## config.mk

```make
export PLATFORM = sky130hd
export DESIGN_NAME = hqm_aw_tap_ctrl
export DESIGN_NICKNAME = d
export VERILOG_FILES = /design/src/rtl/hqm_aw_tap_ctrl_pkg.sv /design/src/rtl/hqm_aw_tap_ctrl_fsm.sv /design/src/rtl/hqm_aw_tap_ctrl.sv
export SDC_FILE = /design/constraint.sdc
export NUM_CORES = 1
export LEC_CHECK = 0
export ABC_AREA = 1
export BUFFER_PORTS_ARGS = -buffer_cell sky130_fd_sc_hd__buf_2
export CELL_PAD_IN_SITES_DETAIL_PLACEMENT = 0
export CELL_PAD_IN_SITES_GLOBAL_PLACEMENT = 1
export CORE_UTILIZATION = 39
export CTS_BUF_LIST = sky130_fd_sc_hd__clkbuf_8
export DETAILED_ROUTE_END_ITERATION = 7
export GPL_ROUTABILITY_DRIVEN = 0
export MAX_ROUTING_LAYER = met4
export PLACE_DENSITY_LB_ADDON = 0.1
export SYNTH_ARGS = -nofsm -noshare
export SYNTH_HDL_FRONTEND = slang
export SYNTH_SLANG_ARGS = --single-unit
```

## constraint.sdc

```tcl
create_clock -name tck -period 1.21 [get_ports tck]
set_input_delay 0.1815 -clock tck [delete_from_list [all_inputs] [get_ports tck]]
set_output_delay 0.1815 -clock tck [all_outputs]
set_load 0.05 [all_outputs]
```

## src/rtl/hqm_aw_tap_ctrl_pkg.sv

```systemverilog
// hqm_aw_tap_ctrl_pkg: TAP state encodings, opcode constants and IR capture pattern
package hqm_aw_tap_ctrl_pkg;
  typedef enum logic [3:0] {
    EX2_DR   = 4'h0,
    EX1_DR   = 4'h1,
    SH_DR    = 4'h2,
    PAUSE_DR = 4'h3,
    SEL_IR   = 4'h4,
    UPD_DR   = 4'h5,
    CAP_DR   = 4'h6,
    SEL_DR   = 4'h7,
    EX2_IR   = 4'h8,
    EX1_IR   = 4'h9,
    SH_IR    = 4'hA,
    PAUSE_IR = 4'hB,
    RTI      = 4'hC,
    UPD_IR   = 4'hD,
    CAP_IR   = 4'hE,
    TLR      = 4'hF
  } tap_state_t;
  localparam logic [7:0] TAP_OPC_BYPASS = 8'hFF;
  localparam logic [7:0] TAP_OPC_IDCODE = 8'h02;
  localparam logic [1:0] TAP_IR_CAPTURE = 2'b01;
endpackage

```

## src/rtl/hqm_aw_tap_ctrl_fsm.sv

```systemverilog
// hqm_aw_tap_ctrl_fsm: 16-state IEEE 1149.1 TAP state machine driven by tms
module hqm_aw_tap_ctrl_fsm
  import hqm_aw_tap_ctrl_pkg::*;
(
  input  logic       i_tck,
  input  logic       i_trstb,
  input  logic       i_tms,
  output tap_state_t o_state
);
  tap_state_t r_state;
  // state register with the standard tms transition table
  always_ff @(posedge i_tck or negedge i_trstb)
    if (!i_trstb) r_state <= TLR;
    else
      case (r_state)
        TLR:      r_state <= i_tms ? TLR    : RTI;
        RTI:      r_state <= i_tms ? SEL_DR : RTI;
        SEL_DR:   r_state <= i_tms ? SEL_IR : CAP_DR;
        CAP_DR:   r_state <= i_tms ? EX1_DR : SH_DR;
        SH_DR:    r_state <= i_tms ? EX1_DR : SH_DR;
        EX1_DR:   r_state <= i_tms ? UPD_DR : PAUSE_DR;
        PAUSE_DR: r_state <= i_tms ? EX2_DR : PAUSE_DR;
        EX2_DR:   r_state <= i_tms ? UPD_DR : SH_DR;
        UPD_DR:   r_state <= i_tms ? SEL_DR : RTI;
        SEL_IR:   r_state <= i_tms ? TLR    : CAP_IR;
        CAP_IR:   r_state <= i_tms ? EX1_IR : SH_IR;
        SH_IR:    r_state <= i_tms ? EX1_IR : SH_IR;
        EX1_IR:   r_state <= i_tms ? UPD_IR : PAUSE_IR;
        PAUSE_IR: r_state <= i_tms ? EX2_IR : PAUSE_IR;
        EX2_IR:   r_state <= i_tms ? UPD_IR : SH_IR;
        UPD_IR:   r_state <= i_tms ? SEL_DR : RTI;
      endcase
  assign o_state = r_state;
endmodule

```

## src/rtl/hqm_aw_tap_ctrl.sv

```systemverilog
// hqm_aw_tap_ctrl: TAP controller driving remote TDRs; HQM_AW_TAP_IDCODE_EN adds the IDCODE register
module hqm_aw_tap_ctrl
  import hqm_aw_tap_ctrl_pkg::*;
#(
  parameter int                 IRWIDTH       = 8,
  parameter int                 NUM_RTDR      = 4,
  parameter logic [IRWIDTH-1:0] RTDR_OPC_BASE = 8'h10,
  parameter logic [31:0]        IDCODE_VAL    = 32'h0000_0001
) (
  input  logic                tck,
  input  logic                trstb,
  input  logic                tms,
  input  logic                tdi,
  input  logic [NUM_RTDR-1:0] rtdr_tdo,
  output logic [NUM_RTDR-1:0] irdec,
  output logic                shiftdr,
  output logic                capturedr,
  output logic                updatedr,
  output logic                tdo,
  output logic                tdo_en
);
`ifdef HQM_AW_TAP_IDCODE_EN
  localparam logic [IRWIDTH-1:0] IR_RST = IRWIDTH'(TAP_OPC_IDCODE);
`else
  localparam logic [IRWIDTH-1:0] IR_RST = '1;
`endif
  tap_state_t         w_state;
  logic [IRWIDTH-1:0] r_ir_sh;
  logic [IRWIDTH-1:0] r_ir;
  logic               r_bypass;
  logic               w_dr_tdo;
  logic               w_tdo;
  hqm_aw_tap_ctrl_fsm u_fsm (
    .i_tck   (tck),
    .i_trstb (trstb),
    .i_tms   (tms),
    .o_state (w_state)
  );
  assign shiftdr   = w_state == SH_DR;
  assign capturedr = w_state == CAP_DR;
  assign updatedr  = w_state == UPD_DR;
  // one-hot RTDR select decoded from the active IR
  always_comb begin
    irdec = '0;
    for (int i = 0; i < NUM_RTDR; i++) irdec[i] = r_ir == RTDR_OPC_BASE + IRWIDTH'(i);
  end
  // IR shift stage: capture the fixed 01 pattern, then shift LSB-first toward tdo
  always_ff @(posedge tck or negedge trstb)
    if (!trstb) r_ir_sh <= '0;
    else if (w_state == CAP_IR) r_ir_sh <= IRWIDTH'(TAP_IR_CAPTURE);
    else if (w_state == SH_IR) r_ir_sh <= {tdi, r_ir_sh[IRWIDTH-1:1]};
  // one-bit BYPASS register
  always_ff @(posedge tck or negedge trstb)
    if (!trstb) r_bypass <= 1'b0;
    else if (capturedr) r_bypass <= 1'b0;
    else if (shiftdr) r_bypass <= tdi;
`ifdef HQM_AW_TAP_IDCODE_EN
  logic [31:0] r_idcode;
  // IDCODE register: capture the constant, shift LSB-first
  always_ff @(posedge tck or negedge trstb)
    if (!trstb) r_idcode <= '0;
    else if (capturedr) r_idcode <= IDCODE_VAL;
    else if (shiftdr) r_idcode <= {tdi, r_idcode[31:1]};
  assign w_dr_tdo = |irdec ? |(irdec & rtdr_tdo) :
                    r_ir == IRWIDTH'(TAP_OPC_IDCODE) ? r_idcode[0] : r_bypass;
`else
  logic w_unused_idcode;
  assign w_unused_idcode = ^IDCODE_VAL;
  assign w_dr_tdo = |irdec ? |(irdec & rtdr_tdo) : r_bypass;
`endif
  assign w_tdo = w_state == SH_IR ? r_ir_sh[0] : shiftdr ? w_dr_tdo : 1'b0;
  // falling-edge domain: active IR update and tdo launch
  always_ff @(negedge tck or negedge trstb)
    if (!trstb) begin
      r_ir   <= IR_RST;
      tdo    <= 1'b0;
      tdo_en <= 1'b0;
    end else begin
      tdo    <= w_tdo;
      tdo_en <= w_state == SH_IR || shiftdr;
      if (w_state == UPD_IR) r_ir <= r_ir_sh;
      else if (w_state == TLR) r_ir <= IR_RST;
    end
endmodule

```

==> impl_metrics.json <==
{
  "outcome": "complete, but fails checks",
  "violations": "design-rule violations, negative setup slack",
  "synth_top_area_share_pct": 26.6,
  "top_usage_layer": "met2",
  "final_util_pct": 79.5,
  "route.detailed.drc": 6,
  "rr_worst_depth": 5,
  "slew_headroom_pct": 79.1,
  "vias_per_cell": 4.97,
  "synth_top_cell_by_area": "dfstp_2",
  "synth_area_um2": 1190,
  "use_met1_pct": 26.8,
  "fin_ws_ps": -996,
  "min_path_type": "in -> reg",
  "layout_commonest_cell": "buf_4",
  "hold_violations": 0,
  "crit-reg2reg-launch": "u_fsm.o_state[2]",
  "num_rows": 19,
  "vias": 1291,
  "grt_setup_unrepaired": "true",
  "cp.arrival_ps": 2020,
  "finClkSkew_ps": 71.5,
  "drv_slew": 0,
  "dp_hpwl_um": 2190,
  "regToRegEndpoint": "r_ir[3]",
  "grt_pass1_vias": 1235,
  "mostFrequentLayoutCells": "buf_4, inv_1, buf_6",
  "critPathLaunch": "r_ir[4]",
  "antenna_found_initial": 0,
  "wl_per_cell_um": 13.7,
  "critical_path_required_ps": 1030,
  "area_growth_pct": 89.7,
  "maxCapViolCount": 0,
  "cts_tree": "done",
  "critPathKind": "reg -> out",
  "chipWidth_um": 57.2,
  "port_buffers": 16,
  "placed_area_um2": 1680,
  "synth_cells": 150,
  "initial_core_util_pct": 41.9,
  "synth_fp_nets": 158,
  "gr-total-overflow": 0,
  "design_area_um2": 2250,
  "cp-start-kind": "register",
  "seqCellArea_um2": 591,
  "diodes": 0,
  "synthTopCellsByArea": "dfstp_2, dfrtp_1, inv_1",
  "dp_slack_ps": -787,
  "fillerInstances": 175,
  "setup.worst_path.end": "irdec[1]",
  "die-area_um2": 3270,
  "die_y_um": 57.2,
  "grt_max_degree": 15,
  "ys_seq_area_share_pct": 49.8,
  "multi_input_area_um2": 791,
  "setup_viol": 32,
  "cts_sinks": 23,
  "routed_wl_um": 3560,
  "numCtsBuffers": 3,
  "gr-usage-met2_pct": 39.0,
  "dp_cells": 234,
  "p_per_area_nw_per_um2": 2630,
  "worstPathMaxFanout": 3,
  "rrSetupSlack_ps": -630,
  "htree_levels": 1,
  "clockBufferDepth": 2,
  "num_io_pins": 17,
  "ys_seq_elements": 23,
  "clk_pin_slew_ps": 90,
  "ir_drop_mv": 1.56,
  "clock_latency_ps": 340,
  "ant_nets": 0,
  "syn_area_per_cell_um2": 7.91,
  "drt-pass1-iter-count": 6,
  "yosys_warnings": 0,
  "core_um2": 2830,
  "num-nets-final": 238,
  "layoutNonFillerInstCount": 260,
  "yosys.cell_types.count": 21,
  "grt_pass1_wl_um": 5440,
  "p_leak_nw": 1.09,
  "drtIter0Drc": 49,
  "met3_usage_pct": 3.17,
  "worstMarginPinSlew_ps": 314,
  "grt_usage_pct": 23.2,
  "layout-drive-gt1-share_pct": 65.9,
  "cp-end-kind": "output port",
  "root_buffer": "clkbuf_8"
}
==> cell type report <==
type | count | share of cell area (%)
clock inverters | 9 | 1.72
multi-input cells | 93 | 35.2
inverters | 33 | 7.12
well taps | 31 | 1.72
repair buffers | 68 | 26.2
clock buffers | 3 | 1.84
flip-flops and latches | 23 | 26.3
==> metrics by stage <==
stage                     hold slack [ps]  power [mW]  setup TNS, ps
after floorplan                      -114        2.94          -8390
after global placement               82.6        3.95          -9120
after detailed placement             91.5        4.01          -9520
after CTS                             210        5.39         -11860
after global routing                  194        6.30         -14700
final                                 209        5.92         -13280
==> cell usage after synthesis <==
library cell / instances
inv_2: 6
o22ai_1: 8
inv_1: 27
nand3_1: 5
nor3_1: 3
nor4_1: 1
nor2_8: 1
dfrtn_1: 2
clkinv_2: 1
o21ai_0: 3
a31oi_1: 1
nand4_1: 6
nor2_4: 3
dfrtp_1: 9
nand2_1: 22
dfstp_2: 12
nand2_2: 1
a21oi_1: 10
a2bb2oi_1: 1
nor2_1: 27
o21ai_2: 1
==> state kept, by name (all words and copies together) (netlist names) <==
name           cells
r_ir_sh            8
u_fsm.o_state      4
tdo                1
r_ir               8
r_bypass           1
tdo_en             1
==> worst max-delay path, cell delays in order, from the launching register on <==
cell and delay [ps]:
dfstp_2 530, nand2_2 60, nor2_4 110, inv_4 60
nor4_4 130, buf_6 190
==> how the worst min path moves through the flow <==
stage / start / to / slack [ps] / cells past startpoint
after floorplan: trstb / r_bypass / -110 / 0
after global placement: trstb / r_bypass / 80 / 1
after detailed placement: trstb / r_bypass / 90 / 1
after CTS: tdi / r_ir_sh[7] / 210 / 3
after global routing: tdi / r_ir_sh[7] / 190 / 3
final: tdi / r_ir_sh[7] / 210 / 3
==> timing repair <==
action,CTS,global route
hold buffers,1,0
endpoints found under the hold margin,1,0
pin swaps,17,11
resized for setup,71,33
setup endpoints to repair,32,32
setup buffers,12,9
==> report_power, final <==
part | internal, mW | total (mW) | switching [mW]
Sequential | 1.25 | 1.58 | 0.322
Clock | 0.272 | 0.608 | 0.335
Combinational | 1.79 | 3.74 | 1.95
Total | 3.32 | 5.92 | 2.60
==> cells by family after synthesis <==
family          Yosys count  synth area share (%)
simple gates             69                  27.6
buf+inv                  34                  10.9
compound gates           24                  11.7
flops                    23                  49.8
==> per-layer routing <==
layer  vias up  part of all wire, %  routed length, um
met3        10                  2.8                 99
met2        38                   54               1920
li1        643                    -                  -
met5         -                    0                  0
met4         0                  3.2                114
met1       600                   40               1430
Power figures use the tool's default switching activity.
